===== src/rtl/m_serial_subtractor_pkg.sv =====
// rtl/m_serial_subtractor_pkg.sv - shared state encoding and default width for the serial subtractor
package m_serial_subtractor_pkg;

  typedef enum logic [1:0] {
    ST_IDLE = 2'd0,
    ST_RUN  = 2'd1,
    ST_DONE = 2'd2
  } state_t;

  localparam int DEF_N = 4;

endpackage


===== src/rtl/m_serial_subtractor_if.sv =====
// rtl/m_serial_subtractor_if.sv - start/done operand and result bundle for the serial subtractor
interface m_serial_subtractor_if #(
  parameter int N = 4
);

  logic         w_start;
  logic [N-1:0] w_a;
  logic [N-1:0] w_b;
  logic         r_busy;
  logic         r_done;
  logic [N-1:0] r_d;
  logic         r_borrow;
  logic         r_ovf;

  modport master (
    output w_start, w_a, w_b,
    input  r_busy, r_done, r_d, r_borrow, r_ovf
  );

  modport slave (
    input  w_start, w_a, w_b,
    output r_busy, r_done, r_d, r_borrow, r_ovf
  );

endinterface


===== src/rtl/m_FA.sv =====
// rtl/m_FA.sv - one-bit full-adder cell
module m_FA (
  input  logic a,
  input  logic b,
  input  logic ci,
  output logic s,
  output logic co
);

  assign s  = a ^ b ^ ci;
  assign co = (a & b) | (a & ci) | (b & ci);

endmodule


===== src/rtl/m_serial_subtractor.sv =====
// rtl/m_serial_subtractor.sv - bit-serial A - B, LSB first, one full-adder cell with B inverted and carry-in 1
module m_serial_subtractor
  import m_serial_subtractor_pkg::*;
#(
  parameter int N  = DEF_N,
  parameter int CW = 3
) (
  input  logic                         w_clk,
  input  logic                         w_rst,
  m_serial_subtractor_if.slave         bus
);

  state_t         state;
  logic [N-1:0]   sa;
  logic [N-1:0]   sb;
  logic [N-1:0]   sh;
  logic           c;
  logic [CW-1:0]  cnt;
  logic           a_msb;
  logic           b_msb;
  logic           fa_s;
  logic           fa_co;

  m_FA u_fa (
    .a  (sa[0]),
    .b  (~sb[0]),
    .ci (c),
    .s  (fa_s),
    .co (fa_co)
  );

  always_ff @(posedge w_clk) begin
    if (w_rst) begin
      state        <= ST_IDLE;
      sa           <= '0;
      sb           <= '0;
      sh           <= '0;
      c            <= 1'b0;
      cnt          <= '0;
      a_msb        <= 1'b0;
      b_msb        <= 1'b0;
      bus.r_busy   <= 1'b0;
      bus.r_done   <= 1'b0;
      bus.r_d      <= '0;
      bus.r_borrow <= 1'b0;
      bus.r_ovf    <= 1'b0;
    end else begin
      case (state)
        ST_RUN: begin
          c   <= fa_co;
          sh  <= {fa_s, sh[N-1:1]};
          sa  <= sa >> 1;
          sb  <= sb >> 1;
          cnt <= cnt + CW'(1);
          // Last bit: publish straight from the cell so r_d never shows a partial word
          if (cnt == CW'(N-1)) begin
            state        <= ST_DONE;
            bus.r_busy   <= 1'b0;
            bus.r_done   <= 1'b1;
            bus.r_d      <= {fa_s, sh[N-1:1]};
            bus.r_borrow <= ~fa_co;
            bus.r_ovf    <= (a_msb != b_msb) && (fa_s != a_msb);
          end
        end
        default: begin
          bus.r_done <= 1'b0;
          // IDLE and DONE both accept a new operation, giving back-to-back issue
          if (bus.w_start) begin
            state      <= ST_RUN;
            sa         <= bus.w_a;
            sb         <= bus.w_b;
            a_msb      <= bus.w_a[N-1];
            b_msb      <= bus.w_b[N-1];
            c          <= 1'b1;
            cnt        <= '0;
            bus.r_busy <= 1'b1;
          end else begin
            state <= ST_IDLE;
          end
        end
      endcase
    end
  end

endmodule


===== src/flat_wrapper.sv =====
// flat-port wrapper written by rule: the top's interface ports become plain ports
module m_serial_subtractor_flat import m_serial_subtractor_pkg::*;
#(
  parameter int N  = DEF_N,
  parameter int CW = 3
)
  (w_clk, w_rst, bus_w_start, bus_w_a, bus_w_b, bus_r_busy, bus_r_done, bus_r_d, bus_r_borrow, bus_r_ovf);
  m_serial_subtractor_if #(.N(N)) bus_i ();
  input  logic w_clk;
  input  logic w_rst;
  input wire logic [$bits(bus_i.w_start)-1:0] bus_w_start;
  input wire logic [$bits(bus_i.w_a)-1:0] bus_w_a;
  input wire logic [$bits(bus_i.w_b)-1:0] bus_w_b;
  output wire logic [$bits(bus_i.r_busy)-1:0] bus_r_busy;
  output wire logic [$bits(bus_i.r_done)-1:0] bus_r_done;
  output wire logic [$bits(bus_i.r_d)-1:0] bus_r_d;
  output wire logic [$bits(bus_i.r_borrow)-1:0] bus_r_borrow;
  output wire logic [$bits(bus_i.r_ovf)-1:0] bus_r_ovf;
  assign bus_i.w_start = bus_w_start;
  assign bus_i.w_a = bus_w_a;
  assign bus_i.w_b = bus_w_b;
  assign bus_r_busy = bus_i.r_busy;
  assign bus_r_done = bus_i.r_done;
  assign bus_r_d = bus_i.r_d;
  assign bus_r_borrow = bus_i.r_borrow;
  assign bus_r_ovf = bus_i.r_ovf;
  m_serial_subtractor #(.N(N), .CW(CW)) u_core (.w_clk(w_clk), .w_rst(w_rst), .bus(bus_i));
endmodule

===== config.mk =====
export PLATFORM = sky130hd
export DESIGN_NAME = m_serial_subtractor_flat
export DESIGN_NICKNAME = d
export VERILOG_FILES = /design/src/rtl/m_serial_subtractor_pkg.sv /design/src/rtl/m_serial_subtractor_if.sv /design/src/rtl/m_FA.sv /design/src/rtl/m_serial_subtractor.sv /design/src/flat_wrapper.sv
export SDC_FILE = /design/constraint.sdc
export NUM_CORES = 1
export LEC_CHECK = 0
export ABC_AREA = 1
export CAP_MARGIN = 10
export CORE_ASPECT_RATIO = 1.2
export CORE_MARGIN = 2
export CORE_UTILIZATION = 35
export CTS_CLUSTER_SIZE = 25
export DETAILED_ROUTE_END_ITERATION = 12
export PLACE_DENSITY = 0.58
export SYNTH_ARGS = -nofsm -noshare
export SYNTH_HDL_FRONTEND = slang
export SYNTH_SLANG_ARGS = --single-unit

===== constraint.sdc =====
create_clock -name w_clk -period 3.7 [get_ports w_clk]
set_input_delay 0.37 -clock w_clk [delete_from_list [all_inputs] [get_ports w_clk]]
set_output_delay 0.37 -clock w_clk [all_outputs]
set_load 0.1 [all_outputs]

==> results of run 1 <==
[sequential cells by signal (all words and copies together) (netlist names)]
| signal | flops |
|---|---|
| u_core.state | 2 |
| u_core.bus.r_busy | 1 |
| u_core.bus.r_done | 1 |
| u_core.a_msb | 1 |
| u_core.bus.r_ovf | 1 |
| u_core.cnt | 3 |
| u_core.b_msb | 1 |
| u_core.sb | 4 |
| u_core.c | 1 |
| u_core.bus.r_borrow | 1 |
| u_core.bus.r_d | 4 |
| u_core.sa | 4 |
| u_core.sh | 3 |
[per-stage QoR]
step | utilization (%) | hold slack, ns
2_1_floorplan | - | 0.426
3_3_place_gp | 43.1 | 0.440
3_5_place_dp | 43.1 | 0.454
4_1_cts | 44.1 | 0.479
5_1_grt | 44.1 | 0.499
6_report | 44.1 | 0.476
[cell families after synthesis]
logic type               count (synthesis)  share of synthesized area [%]
buffers and inverters                   24                           9.73
flip-flops                              27                           47.2
adder cells (fa/ha/maj)                  4                           5.03
AO/OA/AOI/OAI                           18                           7.98
AND/OR/NAND/NOR                         75                           30.1
[synthesized netlist by cell type]
library cell  instances  area share [%]
nor2_1               14             4.6
nor2_2                1            0.55
fa_1                  1             1.7
nand2_4               1            0.98
nand2_2               1            0.55
a21oi_1               9             3.9
nand2_1              29             9.5
nand3b_1              3             2.0
inv_2                 2            0.66
o21ai_1               2            0.87
ha_1                  3             3.3
nor2_4                1            0.98
buf_6                 2             2.0
dfxtp_1              27              47
buf_4                 1            0.66
buf_2                 2            0.87
nand3_1              25              11
o21ai_0               6             2.6
inv_1                17             5.6
o22ai_1               1            0.55
[power breakdown]
part / total (mW) / internal [mW] / switching [mW]
clock: 0.131 / 0.0413 / 0.0900
sequential: 0.311 / 0.304 / 0.00773
combinational: 0.0713 / 0.0280 / 0.0432
total: 0.514 / 0.373 / 0.141
[area by class of cell]
class / instances / area [sq um] / area share [%]
clock inverters: 1 / 7.51 / 0.552
clock buffers: 3 / 22.5 / 1.66
flip-flops and latches: 27 / 541 / 39.7
well taps: 36 / 45.0 / 3.31
multi-input cells: 97 / 493 / 36.2
inverters: 19 / 71.3 / 5.24
repair buffers: 18 / 180 / 13.2
[layer usage]
layer / vias up / track usage, % / part of all wire [%] / wire length, microns
met2: 14 / 22.9 / 50 / 1070
met5: - / 0 / 0 / 0
met4: 0 / 5.36 / 0.42 / 9
li1: 506 / - / - / -
met1: 421 / 13.4 / 46 / 973
met3: 2 / 1.75 / 3.5 / 75
[path summary, 6_finish.rpt]
kind / start / endpoint / slack, ns
max reg2reg: u_core.cnt[0]$_SDFFE_PP0P_ / u_core.bus.r_ovf$_SDFFE_PP0P_ / 2.20
min: u_core.sb[3]$_SDFFE_PP0P_ / u_core.sb[3]$_SDFFE_PP0P_ / 0.48
max: u_core.bus.r_d[2]$_SDFFE_PP0P_ / bus_r_d[2] / 1.49
min reg2reg: u_core.sb[3]$_SDFFE_PP0P_ / u_core.sb[3]$_SDFFE_PP0P_ / 0.48
==> results.tsv, run 1 <==
stage	metric	value	unit
clocking	setup bufs post-CTS	0	
setup_path	Crit Path Max Fanout	2	
route	1st-iter DRT viols	26	
placement	Cell Area, Placed	1330	sq um
global_routing	first-pass GRT wire length	3.57	mm
timing	endpoints failing setup	0	
global_routing	largest net degree at the start of global routing	19	
die	num rows	22	
setup_path	Crit-path slowest cell	clkdlybuf4s50_1	
setup_path	CP arrival	1.84	ns
logic_synthesis	post-synthesis sequential element count	27	
die	Die Span Y	66.7	microns
flow_run	max-capacitance violation count	0	
setup_path	worst r2r path cells	6	
route	routed len/inst	10.6	microns
timing	worst clock skew	0.00692	ns
timing	setup TNS	0	ns
route	Total Routed Length	2.13	mm
route	DR pass1 iterations	6	
final_layout	most frequent cells in the layout	nand2_1 (29), dfxtp_1 (27), nand3_1 (25)	
setup_path	crit path kind	flip-flop to primary output	
final_layout	most common cell after layout, fill and taps aside	nand2_1	
timing	RSZ-0062 raised after global routing	false	
setup_path	CP top delay family	buffers and inverters	
final_layout	ANT cells	0	
placement	Final Wtd Congestion	0.762	
timing	Final Hold Viols	0	
clocking	cts hold-fix bufs	0	
power_and_ir_drop	overall power	0.514	mW
clocking	CTS sink cnt	27	
die	initial core utilization	37.1	%
logic_synthesis	Synth cell types	20	
clocking	CTS max path bufs	2	
placement	DP HPWL	1.60	mm
worst_hold_path	class of the worst hold path	flip-flop to flip-flop	
setup_path	Worst Path Required	3.33	ns
final_layout	layout cell share with drive strength beyond 1	6.06	%
global_routing	initial antenna violation count	0	
placement	pre-CTS setup slack	1.88	ns
power_and_ir_drop	PD cells	378	nW/um^2
global_routing	Tot GR Track Use	12.2	%
clocking	root cell of the clock tree	clkbuf_4	
die	die area	3750	sq um
setup_path	Levels on crit path	1	
run_status	status	completed	
setup_path	crit-path cells	clkdlybuf4s50_1	
timing	setup slack after layout	1.49	ns
placement	Post-Place Cells	197	
placement	port bufs	18	
worst_hold_path	hold path cells	2	
timing	worst slew pin tran	0.962	ns
setup_path	Crit path largest cell delay	1.14	ns
clocking	htree depth	1	
route	vias per cell	4.69	
global_routing	vias in the first global route	872	
clocking	Clk pin slew, worst setup/hold paths	0.15	ns
power_and_ir_drop	maximum VDD drop	0.156	mV
logic_synthesis	Mapped Avg Cell Area	7.74	sq um
setup_path	Critical Path Sink Type	primary output	
clocking	Clock Latency Late Sink	0.32	ns
timing	period utilization	59.6	%
timing	Final Max Slew Viols	0	
die	die width	56.2	microns
final_layout	P&R area growth vs syn	18.8	%
route	Routed Antenna Nets	0	
final_layout	fin cells	201	
timing	FMAX	0.453	GHz
die	I/O pin count	19	
final_layout	nets	181	
timing	Slew headroom	35.7	%
power_and_ir_drop	LEAKAGE	0.562	nW
logic_synthesis	synthesized net count	163	
route	via count	943	
setup_path	CP bufs+invs	1	
logic_synthesis	synthesized area	1140	sq um
clocking	CTS buffer count	3	
setup_path	Startpoint Class	flip-flop	
logic_synthesis	synthesized instance count	148	
final_layout	design area	1360	sq um
logic_synthesis	YS warnings	0	
clocking	CTS tree	yes	
final_layout	FILL cells	328	
global_routing	GRT Residual Overflow	0	
timing	minimum clock period	2.21	ns
logic_synthesis	post-synthesis sequential area ratio	47.2	%
die	CORE AREA	3080	sq um
route	DR DRC count	0	
clocking	post_cts resized	0	
Power figures use the tool's default switching activity.
==> inputs of run 2 (changes only) <==
clock period = 2.1 ns   (was 3.7 ns; I/O delays follow)
==> run 2 against run 1 <==
  * Setup slack worse by 0.89 ns
  * Sequential share of layout area up 0.67 points
  * Via count up 1.9%
  * Worst hold slack worse by 0.025 ns
  * Register-to-register slack worse by 1.6 ns
  * Combinational power up 77%
  * Cell count unchanged
  * Critical path type is now flip-flop to flip-flop
==> results.tsv, run 2 (synthesis results as in run 1) <==
stage	metric	value	unit	change
run_status	status	completed		unchanged
clocking	setup bufs post-CTS	0		unchanged
timing	worst slew pin tran	0.467	ns	was 0.962 ns
global_routing	vias in the first global route	806		was 872
timing	Final Max Slew Viols	0		unchanged
clocking	CTS max path bufs	2		unchanged
final_layout	ANT cells	0		unchanged
setup_path	Worst R2R Setup Slack	0.61	ns	was 2.20 ns
route	via count	961		was 943
worst_hold_path	min-delay src	bus_w_b[3]		was u_core.sb[3]$_SDFFE_PP0P_
timing	FMAX	0.669	GHz	
final_layout	layout cell share with drive strength beyond 1	10.9	%	was 6.06%
timing	endpoints failing setup	0		unchanged
timing	Slew headroom	68.9	%	was 35.7%
final_layout	P&R area growth vs syn	16.8	%	was 18.8%
worst_hold_path	hold path cells	3		was 2
setup_path	crit-path cells	ha_1, ha_1, nand3_1, nand3b_1, nand2_1, inv_1		was clkdlybuf4s50_1
timing	Final Hold Viols	0		unchanged
setup_path	worst r2r path cells	6		unchanged
clocking	Clk pin slew, worst setup/hold paths	0.15	ns	about the same
setup_path	Crit-path slowest cell	dfxtp_1		was clkdlybuf4s50_1
timing	period utilization	71.2	%	
timing	setup slack after layout	0.605	ns	was 1.49 ns
die	die width	56.2	microns	unchanged
global_routing	GRT Residual Overflow	0		unchanged
placement	DP HPWL	1.63	mm	was 1.60 mm
route	Total Routed Length	2.22	mm	was 2.13 mm
flow_run	max-capacitance violation count	0		unchanged
timing	RSZ-0062 raised after global routing	false		unchanged
clocking	root cell of the clock tree	clkbuf_4		unchanged
setup_path	reg2reg end	u_core.bus.r_ovf$_SDFFE_PP0P_		unchanged
route	metal2 WL	1.07	mm	about the same
power_and_ir_drop	maximum VDD drop	0.317	mV	was 0.156 mV
final_layout	post-layout util	43.4	%	was 44.1%
route	max layer used	met4		unchanged
setup_path	crit path kind	flip-flop to flip-flop		was flip-flop to primary output
worst_hold_path	hold worst-path end	u_core.sb[3]$_SDFFE_PP0P_		unchanged
route	M1 wire length	1.01	mm	was 973 microns
route	1st-iter DRT viols	13		was 26
global_routing	first-pass GRT wire length	3.59	mm	was 3.57 mm
clocking	post_cts resized	0		unchanged
placement	port bufs	18		unchanged
timing	worst clock skew	0.0111	ns	was 0.00692 ns
global_routing	Tot GR Track Use	12.5	%	was 12.2%
placement	pre-CTS setup slack	0.524	ns	was 1.88 ns
timing	minimum clock period	1.49	ns	
route	WL met3	106	microns	was 75 microns
route	Routed Antenna Nets	0		unchanged
clocking	cts hold-fix bufs	0		unchanged
placement	Cell Area, Placed	1310	sq um	was 1330 sq um
global_routing	largest net degree at the start of global routing	19		unchanged
die	die area	3750	sq um	unchanged
route	DR pass1 iterations	4		was 6
setup_path	Crit path largest cell delay	0.38	ns	was 1.14 ns
worst_hold_path	class of the worst hold path	primary input to flip-flop		was flip-flop to flip-flop
clocking	CTS tree	yes		unchanged
die	Die Span Y	66.7	microns	unchanged
global_routing	initial antenna violation count	0		unchanged
setup_path	Critical Path Sink Type	flip-flop		was primary output
final_layout	design area	1340	sq um	was 1360 sq um
clocking	htree depth	1		unchanged
setup_path	r2r startpoint	u_core.cnt[0]$_SDFFE_PP0P_		unchanged
clocking	Clock Latency Late Sink	0.33	ns	was 0.32 ns
power_and_ir_drop	PD cells	677	nW/um^2	was 378 nW/um^2
clocking	CTS buffer count	3		unchanged
power_and_ir_drop	LEAKAGE	0.582	nW	was 0.562 nW
power_and_ir_drop	overall power	0.906	mW	was 0.514 mW
final_layout	most common cell after layout, fill and taps aside	nand2_1		unchanged
clocking	CTS sink cnt	27		unchanged
setup_path	Worst Path Required	2.36	ns	was 3.33 ns
route	DR DRC count	0		unchanged
route	vias per cell	4.78		was 4.69
final_layout	largest registers	u_core.bus.r_d: 4 flops, u_core.sa: 4 flops, u_core.sb: 4 flops		unchanged
setup_path	CP arrival	1.75	ns	was 1.84 ns
route	routed len/inst	11.0	microns	was 10.6 microns
die	CORE AREA	3080	sq um	unchanged
final_layout	nets	181		unchanged
die	I/O pin count	19		unchanged
die	initial core utilization	37.1	%	unchanged
timing	setup TNS	0	ns	unchanged
placement	Final Wtd Congestion	0.771		was 0.762
final_layout	most frequent cells in the layout	nand2_1 (29), dfxtp_1 (27), nand3_1 (25)		unchanged
setup_path	Crit Path Max Fanout	7		was 2
setup_path	Startpoint Class	flip-flop		unchanged
die	num rows	22		unchanged
setup_path	Crit path top cell by count	ha_1		
## run 2: through the flow
step,hold WS (ns),instances
floorplan,0.348,148
global placement,0.445,197
detailed placement,0.447,197
CTS,0.435,201
global route,0.456,201
finish,0.451,201
## run 2: worst max path at each step
stage	from	end	slack, ns	cells after the start
5_1_grt	u_core.cnt[0]$_SDFFE_PP0P_	u_core.bus.r_ovf$_SDFFE_PP0P_	0.50	6
4_1_cts	u_core.cnt[0]$_SDFFE_PP0P_	u_core.bus.r_ovf$_SDFFE_PP0P_	0.59	6
3_3_place_gp	bus_w_start	u_core.sb[1]$_SDFFE_PP0P_	0.54	6
2_1_floorplan	u_core.bus.r_ovf$_SDFFE_PP0P_	u_core.bus.r_ovf$_SDFFE_PP0P_	0.78	4
6_report	u_core.cnt[0]$_SDFFE_PP0P_	u_core.bus.r_ovf$_SDFFE_PP0P_	0.61	6
3_5_place_dp	bus_w_start	u_core.sb[1]$_SDFFE_PP0P_	0.52	6
## run 2: layout make-up
| class | instances | area (sq um) |
|---|---|---|
| fillers | 336 | 1750 |
| flip-flops and latches | 27 | 541 |
| multi-input cells | 97 | 493 |
| repair buffers | 18 | 160 |
| inverters | 19 | 71.3 |
| well taps | 36 | 45.0 |
| clock buffers | 3 | 22.5 |
| clock inverters | 1 | 5.00 |
## run 2: layer usage
layer | GRT usage, % | up-vias
li1 | - | 509
met1 | 14.7 | 423
met2 | 21.2 | 25
met3 | 1.94 | 4
met4 | 7.74 | 0
met5 | 0 | -
## run 2: where the power goes
| group | switching [mW] | internal, mW |
|---|---|---|
| Sequential | 0.0148 | 0.535 |
| Clock | 0.158 | 0.0716 |
| Combinational | 0.0774 | 0.0486 |
## run 2: critical path: cells and delay by family, from the launching register on
kind                       cells  cell delay, ns
DFF                            1            0.38
adders and majority gates      2            0.48
and+or+nand+nor                3            0.54
buffers and inverters          1            0.03
==> inputs of run 3 (changes only) <==
PLACE_DENSITY = 0.61   (was 0.58)
clock period = 1.24 ns   (was 2.1 ns; I/O delays follow)
==> run 3 against run 2 <==
  * The flow now finishes with violations (negative setup slack)
  * Routed wire length grew 4.3%
  * Clock skew is essentially flat
  * Via count grew 4.3%
  * Clock power grew 65%
  * First-iteration DRC count grew 38%
  * Total power grew 73%
  * Sequential share of layout area shrank 4.8 points
  * Register-to-register slack lost 0.67 ns
  * Maximum frequency grew 15%
  * Worst hold slack lost 0.087 ns
  * Largest cell class unchanged
==> results.tsv, run 3 (synthesis results as in run 1) <==
stage	metric	value	unit	change
run_status	status	finished with violations		was completed
run_status	failing checks	negative setup slack		
setup_path	crit path kind	flip-flop to flip-flop		unchanged
placement	Final Wtd Congestion	0.742		was 0.771
clocking	htree depth	1		unchanged
power_and_ir_drop	LEAKAGE	0.662	nW	was 0.582 nW
timing	RSZ-0062 raised after global routing	true		was false
final_layout	P&R area growth vs syn	35.5	%	was 16.8%
clocking	CTS sink cnt	27		unchanged
die	CORE AREA	3080	sq um	unchanged
clocking	CTS max path bufs	2		unchanged
placement	Cell Area, Placed	1510	sq um	was 1310 sq um
timing	setup TNS	-0.0615	ns	was 0 ns
power_and_ir_drop	maximum VDD drop	0.591	mV	was 0.317 mV
timing	period utilization	105	%	was 71.2%
worst_hold_path	class of the worst hold path	primary input to flip-flop		unchanged
setup_path	Worst R2R Setup Slack	-0.06	ns	was 0.61 ns
setup_path	Crit Path Max Fanout	4		was 7
timing	Slew headroom	81.9	%	was 68.9%
route	1st-iter DRT viols	18		was 13
setup_path	Critical Path Sink Type	flip-flop		unchanged
route	DR pass1 iterations	2		was 4
final_layout	largest registers	u_core.bus.r_d: 4 flops, u_core.sa: 4 flops, u_core.sb: 4 flops		unchanged
setup_path	crit-path cells	fa_2, nor2_1, nand2_1, nand3b_1, nand2_1, inv_1		was ha_1, ha_1, nand3_1, nand3b_1, nand2_1, inv_1
setup_path	Startpoint Class	flip-flop		unchanged
power_and_ir_drop	overall power	1.57	mW	was 0.906 mW
flow_run	max-capacitance violation count	0		unchanged
global_routing	Tot GR Track Use	13.1	%	was 12.5%
clocking	CTS buffer count	3		unchanged
timing	minimum clock period	1.30	ns	was 1.49 ns
route	vias per cell	4.75		was 4.78
timing	worst clock skew	0.0106	ns	was 0.0111 ns
final_layout	layout cell share with drive strength beyond 1	24.0	%	was 10.9%
global_routing	largest net degree at the start of global routing	19		unchanged
die	initial core utilization	37.1	%	unchanged
die	Die Span Y	66.7	microns	unchanged
timing	Final Hold Viols	0		unchanged
final_layout	ANT cells	0		unchanged
setup_path	CP arrival	1.55	ns	was 1.75 ns
die	num rows	22		unchanged
final_layout	most common cell after layout, fill and taps aside	nand2_1		unchanged
placement	port bufs	18		unchanged
timing	worst slew pin tran	0.270	ns	was 0.467 ns
final_layout	most frequent cells in the layout	nand2_1 (29), nand3_1 (24), inv_1 (17), dfxtp_1 (17), nor2_1 (14)		was nand2_1 (29), dfxtp_1 (27), nand3_1 (25)
global_routing	initial antenna violation count	0		unchanged
clocking	CTS tree	yes		unchanged
route	via count	1002		was 961
route	routed len/inst	11.0	microns	about the same
timing	FMAX	0.768	GHz	was 0.669 GHz
route	Routed Antenna Nets	0		unchanged
power_and_ir_drop	PD cells	1010	nW/um^2	was 677 nW/um^2
clocking	root cell of the clock tree	clkbuf_4		unchanged
die	die area	3750	sq um	unchanged
final_layout	design area	1550	sq um	was 1340 sq um
setup_path	CP top delay family	adder cells		was simple AND/OR/NAND/NOR gates
global_routing	GRT Residual Overflow	0		unchanged
setup_path	Crit-path slowest cell	fa_2		was dfxtp_1
timing	Final Max Slew Viols	0		unchanged
global_routing	vias in the first global route	956		was 806
setup_path	Crit path top cell by count	nand2_1		was ha_1
timing	endpoints failing setup	1		was 0
global_routing	first-pass GRT wire length	3.92	mm	was 3.59 mm
timing	setup slack after layout	-0.0615	ns	was 0.605 ns
clocking	Clk pin slew, worst setup/hold paths	0.15	ns	about the same
final_layout	nets	191		was 181
placement	DP HPWL	1.80	mm	was 1.63 mm
setup_path	Worst Path Required	1.49	ns	was 2.36 ns
clocking	Clock Latency Late Sink	0.32	ns	was 0.33 ns
route	DR DRC count	0		unchanged
die	die width	56.2	microns	unchanged
setup_path	CP bufs+invs	1		unchanged
die	I/O pin count	19		unchanged
setup_path	Crit path largest cell delay	0.60	ns	was 0.38 ns
route	Total Routed Length	2.32	mm	was 2.22 mm
[run 3: cell types whose count changed in the layout (fill, tap and decap cells not counted), sizes merged]
cell  delta
buf     +10
[run 3: cell type report]
cell class              count  area, sq um
clock inverters             1         5.00
well taps                  36         45.0
inverters                  19         71.3
clock buffers               3         22.5
repair buffers             28          348
flip-flops and latches     27          553
fillers                   315         1530
multi-input cells          97          507
[run 3: stage by stage]
step / setup WS [ns] / hold WS (ns) / instances / utilization (%)
2_1_floorplan: -0.00327 / 0.262 / 148 / -
3_3_place_gp: -0.0326 / 0.437 / 206 / 48.8
3_5_place_dp: -0.0577 / 0.442 / 206 / 48.8
4_1_cts: -0.0738 / 0.363 / 210 / 49.8
5_1_grt: -0.130 / 0.371 / 211 / 50.3
6_report: -0.0615 / 0.363 / 211 / 50.3
[run 3: power by group]
| part | internal (mW) | total, mW | switching, mW |
|---|---|---|---|
| registers | 0.908 | 0.935 | 0.0271 |
| clock network | 0.121 | 0.380 | 0.259 |
| logic | 0.117 | 0.254 | 0.137 |
| total | 1.15 | 1.57 | 0.423 |
[run 3: worst paths after layout]
check             depth (start not counted)                 startpoint                            end
hold / removal                            3                 bus_w_a[3]      u_core.sa[3]$_SDFFE_PP0P_
setup / recovery                          6  u_core.sa[0]$_SDFFE_PP0P_  u_core.bus.r_ovf$_SDFFE_PP0P_
setup reg to reg                          6  u_core.sa[0]$_SDFFE_PP0P_  u_core.bus.r_ovf$_SDFFE_PP0P_
hold reg to reg                           2  u_core.sa[2]$_SDFFE_PP0P_      u_core.sa[1]$_SDFFE_PP0P_
[run 3: repair_timing]
action	4_1_cts	5_1_grt
endpoints found under the setup margin	1	5
hold buffers	0	0
setup buffers	0	1
gates resized for setup	1	5
hold endpoints to repair	0	0
[run 3: per-layer routing]
metal	vias up	part of all wire (%)	track usage (%)
li1	526	-	-
met1	455	43	14.6
met2	17	51	24.0
met3	4	3.2	1.75
met4	0	2.2	7.44
met5	-	0	0
[run 3: worst register-to-register path: cells and delay by family, from the launching register on]
family	cells	cell delay, ns
adders and majority gates	1	0.60
DFF	1	0.36
and+or+nand+nor	4	0.24
buffers and inverters	1	0.03
